File: src/rtl/mult_property_monitor.sv
// N-channel checker for a bank of sequential multipliers: per-run done latency, skew, value compare, timeout.
// Results appear in the single REPORT cycle (result_valid) and then hold until the next REPORT; no backpressure.
module mult_property_monitor #(
  parameter int WIDTH    = 32,
  parameter int CHANNELS = 4,
  parameter int LAT_W    = 16,
  parameter int TIMEOUT  = 2*WIDTH+8
) (
  input  logic                         clk,
  input  logic                         rst,
  input  logic                         start,
  input  logic [1:0]                   mode,
  input  logic [CHANNELS-1:0]          done_vec,
  input  logic [CHANNELS*2*WIDTH-1:0]  product_bus,
  output logic                         busy,
  output logic                         result_valid,
  output logic                         timing_leak,
  output logic [LAT_W-1:0]             skew,
  output logic                         value_mismatch,
  output logic [CHANNELS-1:0]          mismatch_mask,
  output logic                         timeout
);

  localparam int PW = 2*WIDTH;

  typedef enum logic [1:0] {IDLE, RUN, REPORT} state_t;

  state_t              state, stateNext;
  logic [LAT_W-1:0]    cycleCnt;
  logic [CHANNELS-1:0] captured, capNext;
  logic [LAT_W-1:0]    lat  [CHANNELS];
  logic [PW-1:0]       prod [CHANNELS];
  logic [1:0]          modeReg;
  logic                timedOut;

  logic                leakQ, toQ;
  logic [LAT_W-1:0]    skewQ;
  logic [CHANNELS-1:0] maskQ;

  logic                leakC;
  logic [LAT_W-1:0]    skewC, latMax, latMin;
  logic [CHANNELS-1:0] maskC;
  int                  nCap;

  always_comb begin
    stateNext = state;
    capNext   = captured | done_vec;
    case (state)
      IDLE:    if (start) stateNext = RUN;
      RUN: begin
        if (&capNext)                             stateNext = REPORT;
        else if (cycleCnt == LAT_W'(TIMEOUT))     stateNext = REPORT;
      end
      REPORT:  stateNext = IDLE;
      default: stateNext = IDLE;
    endcase
  end

  always_ff @(posedge clk or negedge rst) begin
    if (!rst) begin
      state    <= IDLE;
      cycleCnt <= '0;
      captured <= '0;
      modeReg  <= '0;
      timedOut <= 1'b0;
      leakQ    <= 1'b0;
      toQ      <= 1'b0;
      skewQ    <= '0;
      maskQ    <= '0;
      for (int i = 0; i < CHANNELS; i++) begin
        lat[i]  <= '0;
        prod[i] <= '0;
      end
    end else begin
      state <= stateNext;
      case (state)
        IDLE: begin
          if (start) begin
            modeReg  <= mode;
            captured <= '0;
            cycleCnt <= LAT_W'(1);
            timedOut <= 1'b0;
          end
        end
        RUN: begin
          // First done wins; later pulses and product changes are ignored.
          for (int i = 0; i < CHANNELS; i++) begin
            if (done_vec[i] && !captured[i]) begin
              lat[i]  <= cycleCnt;
              prod[i] <= product_bus[i*PW +: PW];
            end
          end
          captured <= capNext;
          if (stateNext == RUN) cycleCnt <= cycleCnt + LAT_W'(1);
          if (stateNext == REPORT && !(&capNext)) timedOut <= 1'b1;
        end
        REPORT: begin
          leakQ <= leakC;
          toQ   <= timedOut;
          skewQ <= skewC;
          maskQ <= maskC;
        end
        default: ;
      endcase
    end
  end

  always_comb begin
    latMax = '0;
    latMin = '1;
    nCap   = 0;
    for (int i = 0; i < CHANNELS; i++) begin
      if (captured[i]) begin
        nCap = nCap + 1;
        if (lat[i] > latMax) latMax = lat[i];
        if (lat[i] < latMin) latMin = lat[i];
      end
    end
    skewC = (nCap >= 2) ? (latMax - latMin) : '0;
    leakC = (skewC != '0) || (timedOut && (|captured));

    maskC = ~captured;
    case (modeReg)
      2'd0: begin
        if (!captured[0]) maskC = '1;
        else
          for (int i = 1; i < CHANNELS; i++)
            if (prod[i] != prod[0]) maskC[i] = 1'b1;
      end
      2'd1: begin
        for (int k = 0; k < CHANNELS/2; k++) begin
          if (!captured[2*k] || !captured[2*k+1] || (prod[2*k] != prod[2*k+1])) begin
            maskC[2*k]   = 1'b1;
            maskC[2*k+1] = 1'b1;
          end
        end
      end
      default: ;
    endcase
  end

  assign busy           = (state == RUN);
  assign result_valid   = (state == REPORT);
  assign timing_leak    = result_valid ? leakC    : leakQ;
  assign skew           = result_valid ? skewC    : skewQ;
  assign mismatch_mask  = result_valid ? maskC    : maskQ;
  assign timeout        = result_valid ? timedOut : toQ;
  assign value_mismatch = |mismatch_mask;

endmodule
File: config.mk
export PLATFORM = sky130hd
export DESIGN_NAME = mult_property_monitor
export DESIGN_NICKNAME = d
export VERILOG_FILES = /design/src/rtl/mult_property_monitor.sv
export SDC_FILE = /design/constraint.sdc
export NUM_CORES = 1
export LEC_CHECK = 0
export BUFFER_PORTS_ARGS = -buffer_cell sky130_fd_sc_hd__buf_4
export CAP_MARGIN = 20
export CORE_MARGIN = 2
export CORE_UTILIZATION = 56
export DETAILED_ROUTE_END_ITERATION = 8
export PLACE_DENSITY = 0.75
export SETUP_SLACK_MARGIN = 0.15
export SLEW_MARGIN = 15
export SYNTH_ARGS = -nofsm -noshare
export SYNTH_HDL_FRONTEND = slang
export SYNTH_SLANG_ARGS = --single-unit
File: constraint.sdc
create_clock -name clk -period 25.2 [get_ports clk]
set_input_delay 3.78 -clock clk [delete_from_list [all_inputs] [get_ports clk]]
set_output_delay 3.78 -clock clk [all_outputs]
set_load 0.05 [all_outputs]
==> results of run 1 <==
[kinds of logic after synthesis]
| family | count (synthesis) | synth area share (%) |
|---|---|---|
| muxes | 296 | 15.7 |
| adders and majority gates | 113 | 6.80 |
| and+or+nand+nor | 442 | 9.89 |
| DFF | 367 | 43.9 |
| xor gates and xnor gates | 219 | 9.17 |
| AOI/OAI and AO/OA | 356 | 10.9 |
| buffers and inverters | 201 | 3.67 |
[state kept, by name (all words and copies together) (netlist names), 2 cells and up]
register	flops
prod	256
state	2
lat	64
cycleCnt	16
maskQ	4
modeReg	2
skewQ	16
captured	4
[worst reg2reg max path: cells and delay by family, from the launching register on]
family                     cells  cell delay [ps]
AOI/OAI and AO/OA             17             4800
xor gates and xnor gates       1              250
adders and majority gates      5             1550
buffers and inverters          4              770
DFF                            1              430
muxes                          1              290
and+or+nand+nor               13             2920
[power by group through the flow]
stage | clock (mW) | sequential, mW | combinational, mW
floorplan | 0 | 1.03 | 1.29
global placement | 0 | 1.19 | 1.72
detailed placement | 0 | 1.19 | 1.75
CTS | 0.626 | 1.18 | 1.76
global route | 0.647 | 1.21 | 1.92
finish | 0.620 | 1.20 | 1.77
[metrics by stage]
step           power [mW]  hold slack, ps  instances
2_1_floorplan        2.32             481       1994
3_3_place_gp         2.91             452       2691
3_5_place_dp         2.94             468       2691
4_1_cts              3.57             483       2762
5_1_grt              3.78             499       2763
6_report             3.59             477       2763
[layer usage]
metal | vias up | part of all wire [%] | wire length [microns] | GRT usage [%]
met5 | - | 0.018 | 13 | 0
met2 | 843 | 49 | 35500 | 64.0
met4 | 2 | 7.1 | 5190 | 23.5
met1 | 8421 | 37 | 27100 | 44.9
met3 | 247 | 7.0 | 5110 | 6.52
li1 | 7642 | - | - | -
[final cells by class]
cell class	count	area [sq um]	area share, %
multi-input cells	1426	11000	44.1
flip-flops and latches	367	9180	36.8
repair buffers	311	2350	9.43
clock buffers	53	1150	4.60
well taps	468	586	2.34
inverters	120	450	1.80
clock inverters	18	240	0.962
[worst min path at each step]
stage          slack (ps)  depth (start not counted)        end
2_1_floorplan         480                          2   timedOut
3_3_place_gp          450                          2   skewQ[6]
3_5_place_dp          470                          2   skewQ[6]
4_1_cts               480                          2   skewQ[6]
5_1_grt               500                          2  skewQ[10]
6_report              480                          2   skewQ[6]
[cells in the final DEF, fill, tap and decap left out, types with 16 or more instances in the layout]
master	netlist	final
sky130_fd_sc_hd__nor2_1	106	104
sky130_fd_sc_hd__mux2_2	246	246
sky130_fd_sc_hd__nand4_1	48	48
sky130_fd_sc_hd__mux2i_1	48	48
sky130_fd_sc_hd__nor4_1	41	41
sky130_fd_sc_hd__o21ai_0	114	114
sky130_fd_sc_hd__buf_4	1	309
sky130_fd_sc_hd__o22ai_1	22	22
sky130_fd_sc_hd__a221oi_1	16	16
sky130_fd_sc_hd__a21oi_1	67	67
sky130_fd_sc_hd__ha_1	112	112
sky130_fd_sc_hd__xor2_1	131	131
sky130_fd_sc_hd__clkbuf_16	0	40
sky130_fd_sc_hd__xnor2_1	88	88
sky130_fd_sc_hd__inv_1	117	117
sky130_fd_sc_hd__nand2_1	176	176
sky130_fd_sc_hd__a21o_1	24	24
sky130_fd_sc_hd__dfrtp_1	367	367
==> qor_table.md, run 1 <==
| Stage | Parameter | Value |
|:---|:---|:---|
| die | Die Span Y | 197 microns |
| yosys | Number of warnings reported in the yosys synthesis log | 0 |
| setup path | Slowest cell delay on critical path | 900 ps |
| setup path | Endpoint of the most critical register-to-register path | leakQ |
| sta | Final Hold Viols | 0 |
| clock tree | Maximum clock insertion buffer count | 3 |
| placement | Cell area after placement | 23600 sq um |
| route | Via count | 17.2k |
| sta | Number of setup violations in the final report | 0 |
| power and ir drop | Share of total power in the clock network | 17.3% |
| die | IO Pins | 290 |
| layout | Antenna Diode Count | 0 |
| setup path | Crit path max-delay cell type | sky130_fd_sc_hd__o41ai_2 |
| die | Area of the placeable core | 36700 sq um |
| run status | Outcome | completed |
| power and ir drop | Internal power | 1.97 mW |
| setup path | Maximum fanout along the worst path | 31 |
| power and ir drop | Maximum ir drop on the vdd rail | 0.0843 mV |
| setup path | Path length in cells of the critical path | 42 |
| sta | Share of the cycle needed by the critical path after routing | 61.7% |
| setup path | Critical Path RT | 21420 ps |
| clock tree | Resized Gates After CTS | 0 |
| setup path | End of the critical path | timing_leak |
| placement | Post-detailed-placement half-perimeter wirelength | 57900 microns |
| grt | Wire length of the first global-routing pass | 108000 microns |
| setup path | Launching instance or port of the critical path | lat[57] |
| sta | Worst max-slew margin expressed relative to the limit | 31.0% |
| job | Max-cap violations | 0 |
| setup path | Critical R2R Launch | lat[57] |
| setup path | Critical path type | reg -> out |
| setup path | Startpoint types | flop |
| grt | GRT Util Overall | 37.8% |
| route | Total wire length | 73000 microns |
| power and ir drop | Leakage | 11.6 nW |
| clock tree | Clock-pin slew on the worst setup and hold paths | 60 ps |
| placement | Final Wtd Congestion | 1.05 |
| power and ir drop | Switching power | 1.62 mW |
| setup path | WP buf/inv | 5 |
| hold path | Worst min-delay path startpoint | skewQ[6] |
| yosys | Cell taking the most area after synthesis | sky130_fd_sc_hd__dfrtp_1 |
| yosys | Area of the mapped netlist | 20900 sq um |
| grt | Largest net degree at the start of global routing | 115 |
| clock tree | TritonCTS Sinks | 367 |
| grt | Via count of the first global-routing pass | 17.4k |
| layout | Number of nets at the end of the flow | 2644 |
| placement | PortBufs | 289 |
| setup path | Arrival time worst endpoint | 11760 ps |
| sta | Unrepaired setup endpoints after global routing | no |
| route | Via/cell ratio | 6.21 |
| yosys | Number of register bits inferred by synthesis | 367 |
| yosys | Most common flop cell mapped by yosys | sky130_fd_sc_hd__dfrtp_1 |
| route | TritonRoute pass-1 iters | 7 |
| power and ir drop | Relative contribution of sequential cells to total power | 33.3% |
| yosys | Most numerous cell in the Yosys netlist | sky130_fd_sc_hd__dfrtp_1 |
| clock tree | Clock tree from TritonCTS | built |
| route | Average routed wire per standard cell | 26.4 microns |
| layout | Proportion of layout cells with a drive suffix above 1 | 28.1% |
| setup path | Crit path capture type | output pin |
| sta | FMAX | 64.4 MHz |
| yosys | Sequential-to-total area share from yosys stat | 43.9% |
| yosys | Library cells used by synthesis | 73 |
| power and ir drop | Share of total power consumed by net switching | 45.1% |
| layout | Synth-to-Final Area Change | 19.4% |
| layout | Total of fill cells in the finished design | 2838 |
| route | Number of design rule violations left after detail routing | 0 |
| sta | Post-route worst setup slack | 9660 ps |
| placement | Place WS | 10510 ps |
| yosys | Yosys top cell area share | 43.9% |
| die | Core Rows | 70 |
| yosys | Async set or reset register ratio after synthesis | 100% |
| layout | Post-Route Utilization | 68.0% |
| clock tree | Number of levels in the clock H-tree | 2 |
| yosys | Number of enable-type register cells in the synthesized netlist | 0 |
| sta | Max-slew violation count | 0 |
| clock tree | Setup fix buffers added after clock tree synthesis | 0 |
| yosys | Post-Syn Instances | 1994 |
| power and ir drop | Share of total power in combinational logic | 49.4% |
| route | Drt first-iter violations | 1397 |
| sta | Setup clock skew after layout | 16.4 ps |
| route | Number of routed nets with antenna violations | 0 |
| power and ir drop | Pwr per Cell Area | 144 nW/um^2 |
| sta | Min Tclk post-route | 15540 ps |
| clock tree | Root buffer selected by CTS | sky130_fd_sc_hd__clkbuf_16 |
| setup path | Kind of cell adding the most delay to the critical path | compound AO/OA/AOI/OAI gates |
| yosys | Most frequent cells after synthesis | 367 x sky130_fd_sc_hd__dfrtp_1, 246 x sky130_fd_sc_hd__mux2_2, 176 x sky130_fd_sc_hd__nand2_1, 131 x sky130_fd_sc_hd__xor2_1, 117 x sky130_fd_sc_hd__inv_1 |
| yosys | Syn nets | 2372 |
| grt | Antenna violations before repair | 2 |
| clock tree | Clock latency reported for the late side of the worst-skew pair | 580 ps |
| setup path | Worst r2r path cells | 41 |
| hold path | Path type of the worst min-delay path | reg -> reg |
| sta | Transition time at the pin with the least slew margin | 1030 ps |
| layout | Final instance area | 25000 sq um |
| grt | Aggregate global routing overflow | 0 |
| setup path | Cell with the most instances on the worst path | sky130_fd_sc_hd__ha_1 |
| die | Die area | 38900 sq um |
| sta | Setup TNS | 0 ps |
| setup path | Worst reg2reg setup slack | 14080 ps |
| clock tree | CTS buffer count | 40 |
| clock tree | Number of buffers added to fix hold violations after cts | 0 |
| die | Die X-Extent | 197 microns |
| yosys | Cell types with the largest area share after synthesis | sky130_fd_sc_hd__dfrtp_1 44%, sky130_fd_sc_hd__mux2_2 13%, sky130_fd_sc_hd__ha_1 6.7% |
| die | Initial core utilization | 57.0% |
| yosys | Mean cell area of the mapped netlist | 10.5 sq um |
Power figures use the tool's default switching activity.
==> run 2, diff against run 1 <==
Settings changed: CORE_UTILIZATION 56 to 53, PLACE_DENSITY 0.75 to 0.74.
Clock period 25.2 ns to 13.85 ns, I/O delays scaled along.
==> run 2 against run 1 <==
Net effect:
- routed wire length grew 3.6%
- cell count grew 2.0%
- combinational power grew 84%
- critical path depth shrank 1
- via count shrank 0.10%
- global-route usage shrank 0.69 points
- setup slack lost 8800 ps
- clock skew grew 4.2 ps
- total power grew 84%
- non-clock buffer count shrank 1
- flip-flop and latch count is the same
- sequential power grew 83%
==> qor_table.md, run 2 (synthesized netlist as in run 1, its figures left out) <==
| Stage | Parameter | Value | vs previous |
|:---|:---|:---|:---|
| placement | PortBufs | 289 | unchanged |
| sta | Min Tclk post-route | 12980 ps |  |
| layout | Most common cell after layout, fill and taps aside | sky130_fd_sc_hd__dfrtp_1 |  |
| setup path | Startpoint types | flop |  |
| die | Initial core utilization | 53.9% | -3.1 points |
| job | Max-cap violations | 0 | unchanged |
| power and ir drop | Total power | 6.60 mW | +84% |
| sta | Number of setup violations in the final report | 0 | unchanged |
| grt | Wire length of the first global-routing pass | 112000 microns | +3.7% |
| setup path | Crit path capture type | output pin |  |
| die | Die Span Y | 203 microns | +2.7% |
| setup path | Critical path type | reg -> out |  |
| setup path | Critical R2R Launch | captured[0] |  |
| placement | Post-detailed-placement half-perimeter wirelength | 59800 microns | +3.3% |
| power and ir drop | Pwr per Cell Area | 263 nW/um^2 | +83% |
| layout | Registers with the most flip-flops | prod: 256 flops, lat: 64 flops |  |
| route | Total wire length | 75600 microns | +3.6% |
| power and ir drop | Maximum ir drop on the vdd rail | 0.134 mV | +59% |
| placement | Final Wtd Congestion | 0.974 | -7.3% |
| grt | GRT Util Overall | 37.1% | -0.69 points |
| sta | Unrepaired setup endpoints after global routing | no |  |
| hold path | Count of cells along the worst hold path | 2 | unchanged |
| clock tree | TritonCTS Sinks | 367 | unchanged |
| route | Via count | 17.1k | -0.10% |
| grt | Antenna violations before repair | 2 | unchanged |
| setup path | Arrival time worst endpoint | 10910 ps | -850 ps |
| setup path | WP buf/inv | 6 | +1 |
| placement | Instance count after placement with tap cells included | 2741 | +1.9% |
| clock tree | Setup fix buffers added after clock tree synthesis | 0 | unchanged |
| sta | Share of the cycle needed by the critical path after routing | 93.7% |  |
| sta | Setup clock skew after layout | 20.5 ps | +4.15 ps |
| clock tree | Maximum clock insertion buffer count | 3 | unchanged |
| route | Average routed wire per standard cell | 26.8 microns | +1.6% |
| setup path | Maximum fanout along the worst path | 20 | -35% |
| placement | Cell area after placement | 23600 sq um | +0.35% |
| route | Number of routed nets with antenna violations | 0 | unchanged |
| setup path | Path length in cells of the critical path | 41 | -2.4% |
| layout | Number of nets at the end of the flow | 2644 | unchanged |
| layout | Total of fill cells in the finished design | 3140 | +11% |
| layout | Synth-to-Final Area Change | 20.0% |  |
| die | Die X-Extent | 203 microns | +2.7% |
| grt | Aggregate global routing overflow | 0 | unchanged |
| die | Area of the placeable core | 38800 sq um | +5.8% |
| sta | Setup TNS | 0 ps | unchanged |
| sta | Worst max-slew margin expressed relative to the limit | 27.0% | -4.0 points |
| setup path | Critical Path RT | 11770 ps | -9650 ps |
| setup path | Slowest cell delay on critical path | 570 ps | -330 ps |
| die | Die area | 41100 sq um | +5.5% |
| route | Via/cell ratio | 6.08 | -2.1% |
| grt | Via count of the first global-routing pass | 17.7k | +1.3% |
| die | Core Rows | 72 | +2.9% |
| hold path | End point of the most critical hold path | skewQ[10] |  |
| grt | Largest net degree at the start of global routing | 174 | +51% |
| layout | Proportion of layout cells with a drive suffix above 1 | 28.3% | +0.25 points |
| setup path | Launching instance or port of the critical path | captured[0] |  |
| sta | Transition time at the pin with the least slew margin | 1080 ps | +57.6 ps |
| run status | Outcome | completed |  |
| route | Drt first-iter violations | 1274 | -8.8% |
| setup path | Endpoint of the most critical register-to-register path | leakQ |  |
| layout | Final instance area | 25100 sq um | +0.52% |
| sta | Max-slew violation count | 0 | unchanged |
| sta | WHS | 482 ps | +4.39 ps |
| clock tree | Root buffer selected by CTS | sky130_fd_sc_hd__clkbuf_16 |  |
| clock tree | Number of levels in the clock H-tree | 2 | unchanged |
| sta | Final Hold Viols | 0 | unchanged |
| hold path | Path type of the worst min-delay path | reg -> reg |  |
| layout | Commonest cells after routing, fill and taps aside | 366 x sky130_fd_sc_hd__dfrtp_1, 308 x sky130_fd_sc_hd__buf_4, 246 x sky130_fd_sc_hd__mux2_2, 175 x sky130_fd_sc_hd__nand2_1, 131 x sky130_fd_sc_hd__xor2_1 |  |
| clock tree | Number of buffers added to fix hold violations after cts | 0 | unchanged |
| layout | Flip-flop count of the largest register after layout | 256 | unchanged |
| layout | Most flop-heavy register | prod |  |
| hold path | Worst min-delay path startpoint | skewQ[10] |  |
| sta | FMAX | 77.0 MHz |  |
| route | TritonRoute pass-1 iters | 6 | -1 |
| setup path | Worst r2r path cells | 40 | -2.4% |
| die | IO Pins | 290 | unchanged |
| layout | Non-filler instance count after layout | 2818 | +2.0% |
| clock tree | CTS buffer count | 41 | +2.5% |
| setup path | Kind of cell adding the most delay to the critical path | compound AO/OA/AOI/OAI gates |  |
| clock tree | Clock latency reported for the late side of the worst-skew pair | 590 ps | about the same |
| clock tree | Clock tree from TritonCTS | built |  |
| power and ir drop | Leakage | 11.6 nW | +0.11% |
| route | Number of design rule violations left after detail routing | 0 | unchanged |
| setup path | Worst reg2reg setup slack | 3590 ps | -10490 ps |
| setup path | Crit path max-delay cell type | sky130_fd_sc_hd__dfrtp_2 |  |
| clock tree | Clock-pin slew on the worst setup and hold paths | 60 ps | about the same |
## run 2: cell count changes in the layout (fill, tap and decap cells not counted), sizes merged
cell / previous run / this run
clkbuf: 53 / 54
inv: 122 / 123
buf: 311 / 310
clkinv: 10 / 9
diode: 0 / 4
bufinv: 4 / 3
clkinvlp: 2 / 4
## run 2: worst max-delay path by stage
stage	to	slack (ps)
2_1_floorplan	skew[14]	1070
3_3_place_gp	timing_leak	820
3_5_place_dp	timing_leak	800
4_1_cts	timing_leak	460
5_1_grt	skew[15]	160
6_report	timing_leak	870
## run 2: area by class of cell
type / count / area [sq um] / area share [%]
well taps: 518 / 648 / 2.58
clock inverters: 19 / 224 / 0.892
diodes: 4 / 10.0 / 0.0399
multi-input cells: 1426 / 11000 / 44.0
clock buffers: 54 / 1200 / 4.77
inverters: 120 / 450 / 1.79
repair buffers: 310 / 2350 / 9.35
flip-flops and latches: 367 / 9190 / 36.6
## run 2: per-layer routing
| layer | GRT usage, % | up-vias | wire length, microns |
|---|---|---|---|
| met1 | 44.3 | 8525 | 28500 |
| met5 | 0 | - | 0 |
| met2 | 63.7 | 775 | 37000 |
| met4 | 20.9 | 0 | 4870 |
| li1 | - | 7626 | - |
| met3 | 6.28 | 211 | 5280 |
## run 2: metrics by stage
stage | util (%) | setup WS, ps
after floorplan | - | 1070
after global placement | 60.9 | 823
after detailed placement | 60.9 | 802
after CTS | 64.6 | 462
after global routing | 64.6 | 155
final | 64.7 | 867
## run 2: repair_timing
item,4_1_cts,5_1_grt
hold endpoints to repair,0,0
resized for setup,1,5
pin swaps,0,0
endpoints found under the setup margin,2,6
## run 2: where the power goes
part	internal (mW)	total, mW	switching [mW]	leakage, nW
combinational	1.42	3.26	1.84	6.38
clock	0.671	1.15	0.478	0.694
sequential	1.52	2.19	0.673	4.54
total	3.61	6.60	2.99	11.6
## run 2: worst register-to-register path: cells and delay by family (launching register included)
kind	cells	cell delay (ps)
AO/OA/AOI/OAI	19	4950
AND/OR/NAND/NOR	10	1840
adder cells (fa/ha/maj)	5	1500
buffers and inverters	5	960
flip-flops	1	570
multiplexers	1	300
